<file path="src/rtl/sprite_mixer.sv">
// rtl/sprite_mixer.sv - sprite priority/transparency mixer with per-sprite palette and collision capture
//
// Purpose:
//   Merges the registered pix/drawing outputs of NSPR sprite line renderers.
//   Stage 1 resolves transparency and fixed priority (sprite 0 highest).
//   Stage 2 looks the winning index up in a writable per-sprite palette and
//   drives RGB 4:4:4. de/hsync/vsync travel alongside, so every output lags
//   its input pixel by exactly two cycles. Overlaps between sprite 0 (the
//   player) and every other sprite are accumulated over a frame and reported
//   at the next frame pulse.
//
// Optional feature (macro MIXER_COLL_STICKY_EN):
//   Adds coll_clr / coll_sticky, a set-dominant sticky copy of every counted
//   collision that holds until software clears it.
//
// Ports:
//   clk, rst           clock, synchronous active-high reset
//   frame              start-of-frame pulse; closes the collision window
//   de, hsync, vsync   display timing, aligned with the renderer outputs
//   drawing[NSPR]      per-sprite drawing flag
//   pix[NSPR*SPR_DATAW] per-sprite pixel index, sprite i at [i*SPR_DATAW +: SPR_DATAW]
//   pal_we/addr/data   palette write port, address {sprite, index}, data {R,G,B}
//   r, g, b            colour output, 4 bits each
//   de_o, hsync_o, vsync_o timing realigned to the colour output
//   coll[NSPR]         collisions of the previous frame; bit 0 always 0
//   coll_valid         one-cycle pulse when coll updates
//   coll_clr           (optional) clears coll_sticky
//   coll_sticky[NSPR]  (optional) sticky collision flags

module sprite_mixer #(
    parameter int          NSPR       = 4,
    parameter int          SPR_DATAW  = 3,
    parameter int          TRANSP_IDX = 0,
    parameter logic [11:0] BG_COLR    = 12'h137
) (
    input  logic                             clk,
    input  logic                             rst,
    input  logic                             frame,
    input  logic                             de,
    input  logic                             hsync,
    input  logic                             vsync,
    input  logic [NSPR-1:0]                  drawing,
    input  logic [NSPR*SPR_DATAW-1:0]        pix,
    input  logic                             pal_we,
    input  logic [$clog2(NSPR)+SPR_DATAW-1:0] pal_addr,
    input  logic [11:0]                      pal_data,
`ifdef MIXER_COLL_STICKY_EN
    input  logic                             coll_clr,
    output logic [NSPR-1:0]                  coll_sticky,
`endif
    output logic [3:0]                       r,
    output logic [3:0]                       g,
    output logic [3:0]                       b,
    output logic                             de_o,
    output logic                             hsync_o,
    output logic                             vsync_o,
    output logic [NSPR-1:0]                  coll,
    output logic                             coll_valid
);

    localparam int SELW = $clog2(NSPR);
    localparam int PAW  = SELW + SPR_DATAW;
    // Sized to the full address space so {sel, idx} always indexes in range.
    localparam int NENT = 1 << PAW;
    localparam logic [SPR_DATAW-1:0] TRANSP = TRANSP_IDX[SPR_DATAW-1:0];

    // ------------------------------------------------------------------
    // Palette
    // ------------------------------------------------------------------
    logic [11:0] pal_q [NENT];
    logic        pal_wr_ok;

    // Sprite fields beyond NSPR-1 are only reachable for non power-of-two
    // NSPR; such writes are dropped rather than aliased.
    assign pal_wr_ok = pal_we && (int'(pal_addr[PAW-1:SPR_DATAW]) < NSPR);

    // The stage-2 read below samples pal_q before this write lands, so a
    // same-cycle write/read returns the old colour.
    always_ff @(posedge clk) begin
        if (rst) begin
            for (int e = 0; e < NENT; e++) begin
                pal_q[e] <= '0;
            end
        end else if (pal_wr_ok) begin
            pal_q[pal_addr] <= pal_data;
        end
    end

    // ------------------------------------------------------------------
    // Stage 1: opacity, priority, timing delay
    // ------------------------------------------------------------------
    logic [NSPR-1:0]      opaque;
    logic                 hit1_d, hit1_q;
    logic [SELW-1:0]      sel1_d, sel1_q;
    logic [SPR_DATAW-1:0] idx1_d, idx1_q;
    logic                 de1_q, hs1_q, vs1_q;

    always_comb begin
        opaque = '0;
        for (int i = 0; i < NSPR; i++) begin
            opaque[i] = drawing[i] && (pix[i*SPR_DATAW +: SPR_DATAW] != TRANSP);
        end
        hit1_d = |opaque;
        sel1_d = '0;
        idx1_d = '0;
        // Walk from lowest priority up so the lowest opaque index wins last.
        for (int i = NSPR - 1; i >= 0; i--) begin
            if (opaque[i]) begin
                sel1_d = SELW'(i);
                idx1_d = pix[i*SPR_DATAW +: SPR_DATAW];
            end
        end
    end

    always_ff @(posedge clk) begin
        if (rst) begin
            hit1_q <= 1'b0;
            sel1_q <= '0;
            idx1_q <= '0;
            de1_q  <= 1'b0;
            hs1_q  <= 1'b0;
            vs1_q  <= 1'b0;
        end else begin
            hit1_q <= hit1_d;
            sel1_q <= sel1_d;
            idx1_q <= idx1_d;
            de1_q  <= de;
            hs1_q  <= hsync;
            vs1_q  <= vsync;
        end
    end

    // ------------------------------------------------------------------
    // Stage 2: palette lookup, background, blanking
    // ------------------------------------------------------------------
    logic [11:0]  rgb2_d, rgb2_q;
    logic [PAW-1:0] rd_addr;
    logic         de2_q, hs2_q, vs2_q;

    assign rd_addr = {sel1_q, idx1_q};

    always_comb begin
        rgb2_d = '0;
        if (de1_q) begin
            rgb2_d = hit1_q ? pal_q[rd_addr] : BG_COLR;
        end
    end

    always_ff @(posedge clk) begin
        if (rst) begin
            rgb2_q <= '0;
            de2_q  <= 1'b0;
            hs2_q  <= 1'b0;
            vs2_q  <= 1'b0;
        end else begin
            rgb2_q <= rgb2_d;
            de2_q  <= de1_q;
            hs2_q  <= hs1_q;
            vs2_q  <= vs1_q;
        end
    end

    assign r       = rgb2_q[11:8];
    assign g       = rgb2_q[7:4];
    assign b       = rgb2_q[3:0];
    assign de_o    = de2_q;
    assign hsync_o = hs2_q;
    assign vsync_o = vs2_q;

    // ------------------------------------------------------------------
    // Collision accumulation
    // ------------------------------------------------------------------
    logic [NSPR-1:0] hits;
    logic [NSPR-1:0] acc_d, acc_q;
    logic [NSPR-1:0] coll_d, coll_q;
    logic            coll_valid_d, coll_valid_q;

    // Bit 0 would be the player against itself, so it is held at 0.
    always_comb begin
        hits = '0;
        if (de) begin
            hits = {opaque[NSPR-1:1] & {(NSPR-1){opaque[0]}}, 1'b0};
        end
    end

    always_comb begin
        acc_d        = acc_q | hits;
        coll_d       = coll_q;
        coll_valid_d = 1'b0;
        if (frame) begin
            // A hit on the frame cycle still belongs to the closing frame.
            coll_d       = acc_q | hits;
            acc_d        = '0;
            coll_valid_d = 1'b1;
        end
    end

    always_ff @(posedge clk) begin
        if (rst) begin
            acc_q        <= '0;
            coll_q       <= '0;
            coll_valid_q <= 1'b0;
        end else begin
            acc_q        <= acc_d;
            coll_q       <= coll_d;
            coll_valid_q <= coll_valid_d;
        end
    end

    assign coll       = coll_q;
    assign coll_valid = coll_valid_q;

`ifdef MIXER_COLL_STICKY_EN
    // ------------------------------------------------------------------
    // Sticky collision flags; a new hit beats a simultaneous clear.
    // ------------------------------------------------------------------
    logic [NSPR-1:0] sticky_d, sticky_q;

    always_comb begin
        sticky_d = (coll_clr ? '0 : sticky_q) | hits;
    end

    always_ff @(posedge clk) begin
        if (rst) begin
            sticky_q <= '0;
        end else begin
            sticky_q <= sticky_d;
        end
    end

    assign coll_sticky = sticky_q;
`endif

endmodule

</file>
<file path="config.mk">
export PLATFORM = sky130hd
export DESIGN_NAME = sprite_mixer
export DESIGN_NICKNAME = d
export VERILOG_FILES = /design/src/rtl/sprite_mixer.sv
export SDC_FILE = /design/constraint.sdc
export NUM_CORES = 1
export LEC_CHECK = 0
export CORE_MARGIN = 2
export CORE_UTILIZATION = 53
export CTS_CLUSTER_SIZE = 12
export DETAILED_ROUTE_END_ITERATION = 6
export PLACE_DENSITY = 0.7
export SLEW_MARGIN = 10
export SYNTH_ARGS = -nofsm -noshare
export SYNTH_HDL_FRONTEND = slang
export SYNTH_SLANG_ARGS = --single-unit
</file>
<file path="constraint.sdc">
create_clock -name clk -period 5.6 [get_ports clk]
set_clock_uncertainty 0.05 [all_clocks]
set_input_delay 1.12 -clock clk [delete_from_list [all_inputs] [get_ports clk]]
set_output_delay 1.12 -clock clk [all_outputs]
set_load 0.01 [all_outputs]
</file>
==> impl_metrics.ini <==
[detailed_routing]
vias_per_cell = 6.034
dr.pass1.iters = 5
wire_per_inst_um = 27.12
drc_errors = 0
routed_wl_mm = 48.23
drt_iter0_markers = 1320
vias = 10730
final_antenna_net_count = 0

[setup_path]
start_kind = primary input
cp_slowest_stage_delay_ns = 0.89
end_kind = flop
cp_slowest_cell = nand4bb_1
worstPathCellList = clkdlybuf4s50_1 -> nand4bb_1 -> nor2_1 -> or2_2
cp_max_fo = 13
crit_arrival_ns = 3.70
cp.required_ns = 5.75
path_class = primary input to flop

[finish]
nets = 1326
multiInputGateArea_mm2 = 0.006145
area_growth_pct = 10.51
stdcell_count = 1778
layout-drive-gt1-share_pct = 15.96
final_cell_mix = 387 x and2_1, 384 x edfxtp_1, 78 x mux4_2
layout_commonest_cell = and2_1
num-fill-cells = 2675
layout.cell_area.non_filler_mm2 = 0.02081
register_area_mm2 = 0.01216

[clock_network]
ctsHoldBuffers = 0
htreeDepth = 2
clock-root-buffer = clkbuf_16
post_cts_resized = 0
cts_tree = done
clkSlewWorstSetupHoldPaths_ns = 0.05
clk_latency_ns = 0.54
cts-buffers-inserted = 43
clock_sinks = 415
post_cts_buffers = 0
ctsLongestPathBuffers = 3

[global_route]
grt_pass1_vias = 10510
grt_usage_pct = 26.69
overflow = 0
grt_pass1_wl_mm = 68.99
antenna_found_initial = 1
grt_max_degree = 69

[sta]
grt_setup_unrepaired = no
finalHoldViolCount = 0
relSlewSlack_pct = 18.73
min_period_ns = 3.548
fin_tns_setup_ns = 0
tightest_slew_ns = 1.217
fin_crit_sh_pct = 63.36
finalSetupViolations = 0
clock.fmax_ghz = 0.2818
slew_viol_final = 0

[die]
core_mm2 = 0.03531
die_h_um = 192.5
fp.dieW_um = 192.5
ios = 60
die-area_mm2 = 0.03705
row_count = 69
initial_core_util_pct = 53.32

[place]
placed_cell_area_mm2 = 0.01949
gp_congestion = 0.8968
io_buffers = 58
dpl.hpwl_mm = 30.49
placedCellCount = 1702

[logic_synthesis]
seq_area_frac_synth_pct = 64.54
synthCells = 1286
async_flop_share_pct = 0
synth_cell_types = 42
synth_area_per_cell_um2 = 14.64
synth_fa_ha_area_share_pct = 0
synth_top_area_cell = edfxtp_1
syn-num-nets = 1326
netlist_area_mm2 = 0.01883
synth_top_family_by_area = simple AND/OR/NAND/NOR gates
synth_area_leaders = edfxtp_1 61%, and2_1 13%, mux4_2 9.3%
yosys_warnings = 0
yosys_register_bits = 415
netlist.area_leader.share_pct = 61.24
synth_xor_xnor_area_share_pct = 0
synth_compound_area_share_pct = 2.838
muxShareOfSynthArea_pct = 12.80
synth-simple-area-share_pct = 16.98
synth_edf_count = 384
synth_ff_type = edfxtp_1

[outcome]
status = finished clean

[flow_run]
drv_cap = 0

[min_path]
hp-class = flop to flop

[pwr]
powerDensity_mw_per_mm2 = 330.5
peakVddDrop_uv = 307.0
leakagePower_nw = 7.097
## layer usage
metal | GRT usage [%] | routed length (um) | vias to the layer above
li1 | - | - | 4667
met1 | 36.39 | 18880 | 5446
met2 | 44.02 | 23830 | 519
met3 | 3.710 | 3758 | 97
met4 | 10.01 | 1753 | 0
met5 | 0 | 0 | -
## worst paths after layout
check                                     end  depth (start not counted)  slack (ns)   startpoint
worst max-delay path            pal_q[13][11]                          4        2.05  pal_addr[1]
worst min-delay path                  vsync_o                          1        0.40        vs1_q
worst max register to register     rgb2_q[11]                          4        2.53    idx1_q[2]
worst min register to register        vsync_o                          1        0.40        vs1_q
## where the power goes
group / switching, mW / internal (mW)
clock network: 1.12 / 1.56
logic: 0.296 / 0.228
registers: 0.125 / 3.55
## sequential cells by signal, summed over array words and instances, names as in the netlist
name / count
vsync_o: 1
de_o: 1
de1_q: 1
sel1_q: 2
vs1_q: 1
acc_q: 3
coll: 3
hs1_q: 1
pal_q: 384
idx1_q: 3
hsync_o: 1
rgb2_q: 12
hit1_q: 1
coll_valid: 1
## critical path, delay by kind of cell
kind / cells / cell delay, ns
buffers and inverters: 1 / 0.45
AND/OR/NAND/NOR: 3 / 2.12
## cell type report
class                   instances  share of cell area [%]
well taps                     461                   2.772
diodes                          1                 0.01203
multi-input cells             758                   29.53
clock inverters                 8                  0.1804
repair buffers                 68                   2.899
clock buffers                  67                   6.146
flip-flops and latches        415                   58.46
## per-stage QoR
| step | setup slack (ns) | power (mW) | hold slack [ns] | utilization, % |
|---|---|---|---|---|
| finish | 2.052 | 6.876 | 0.3967 | 58.92 |
| global route | 1.955 | 7.066 | 0.4191 | 58.92 |
| CTS | 2.122 | 6.894 | 0.4024 | 58.92 |
| detailed placement | 1.570 | 4.255 | 0.3853 | 55.19 |
| global placement | 1.708 | 4.248 | 0.3692 | 55.19 |
| floorplan | 2.931 | 4.012 | 0.3638 | - |
## cell families (layout without fill, tap and decap cells)
| group | count (synthesis) | after routing |
|---|---|---|
| flops | 415 | 415 |
| buf+inv | 113 | 143 |
| compound gates | 78 | 78 |
| mux | 142 | 142 |
| simple gates | 537 | 537 |
| other cells | 1 | 2 |
## cells in the mapped netlist, types with 6 or more instances
library cell	instances
nor2b_1	14
a31oi_1	8
nand2_1	25
a21oi_1	21
nand3_1	14
a22oi_1	13
edfxtp_1	384
mux2_2	10
o21ai_0	7
nor2_1	42
buf_6	8
mux4_2	78
buf_4	6
dfxtp_1	31
clkbuf_2	8
buf_2	12
clkbuf_1	75
or2_2	32
and2_1	387
and3_1	6
mux2i_1	54
No activity file was read; power rests on OpenSTA's default activity.
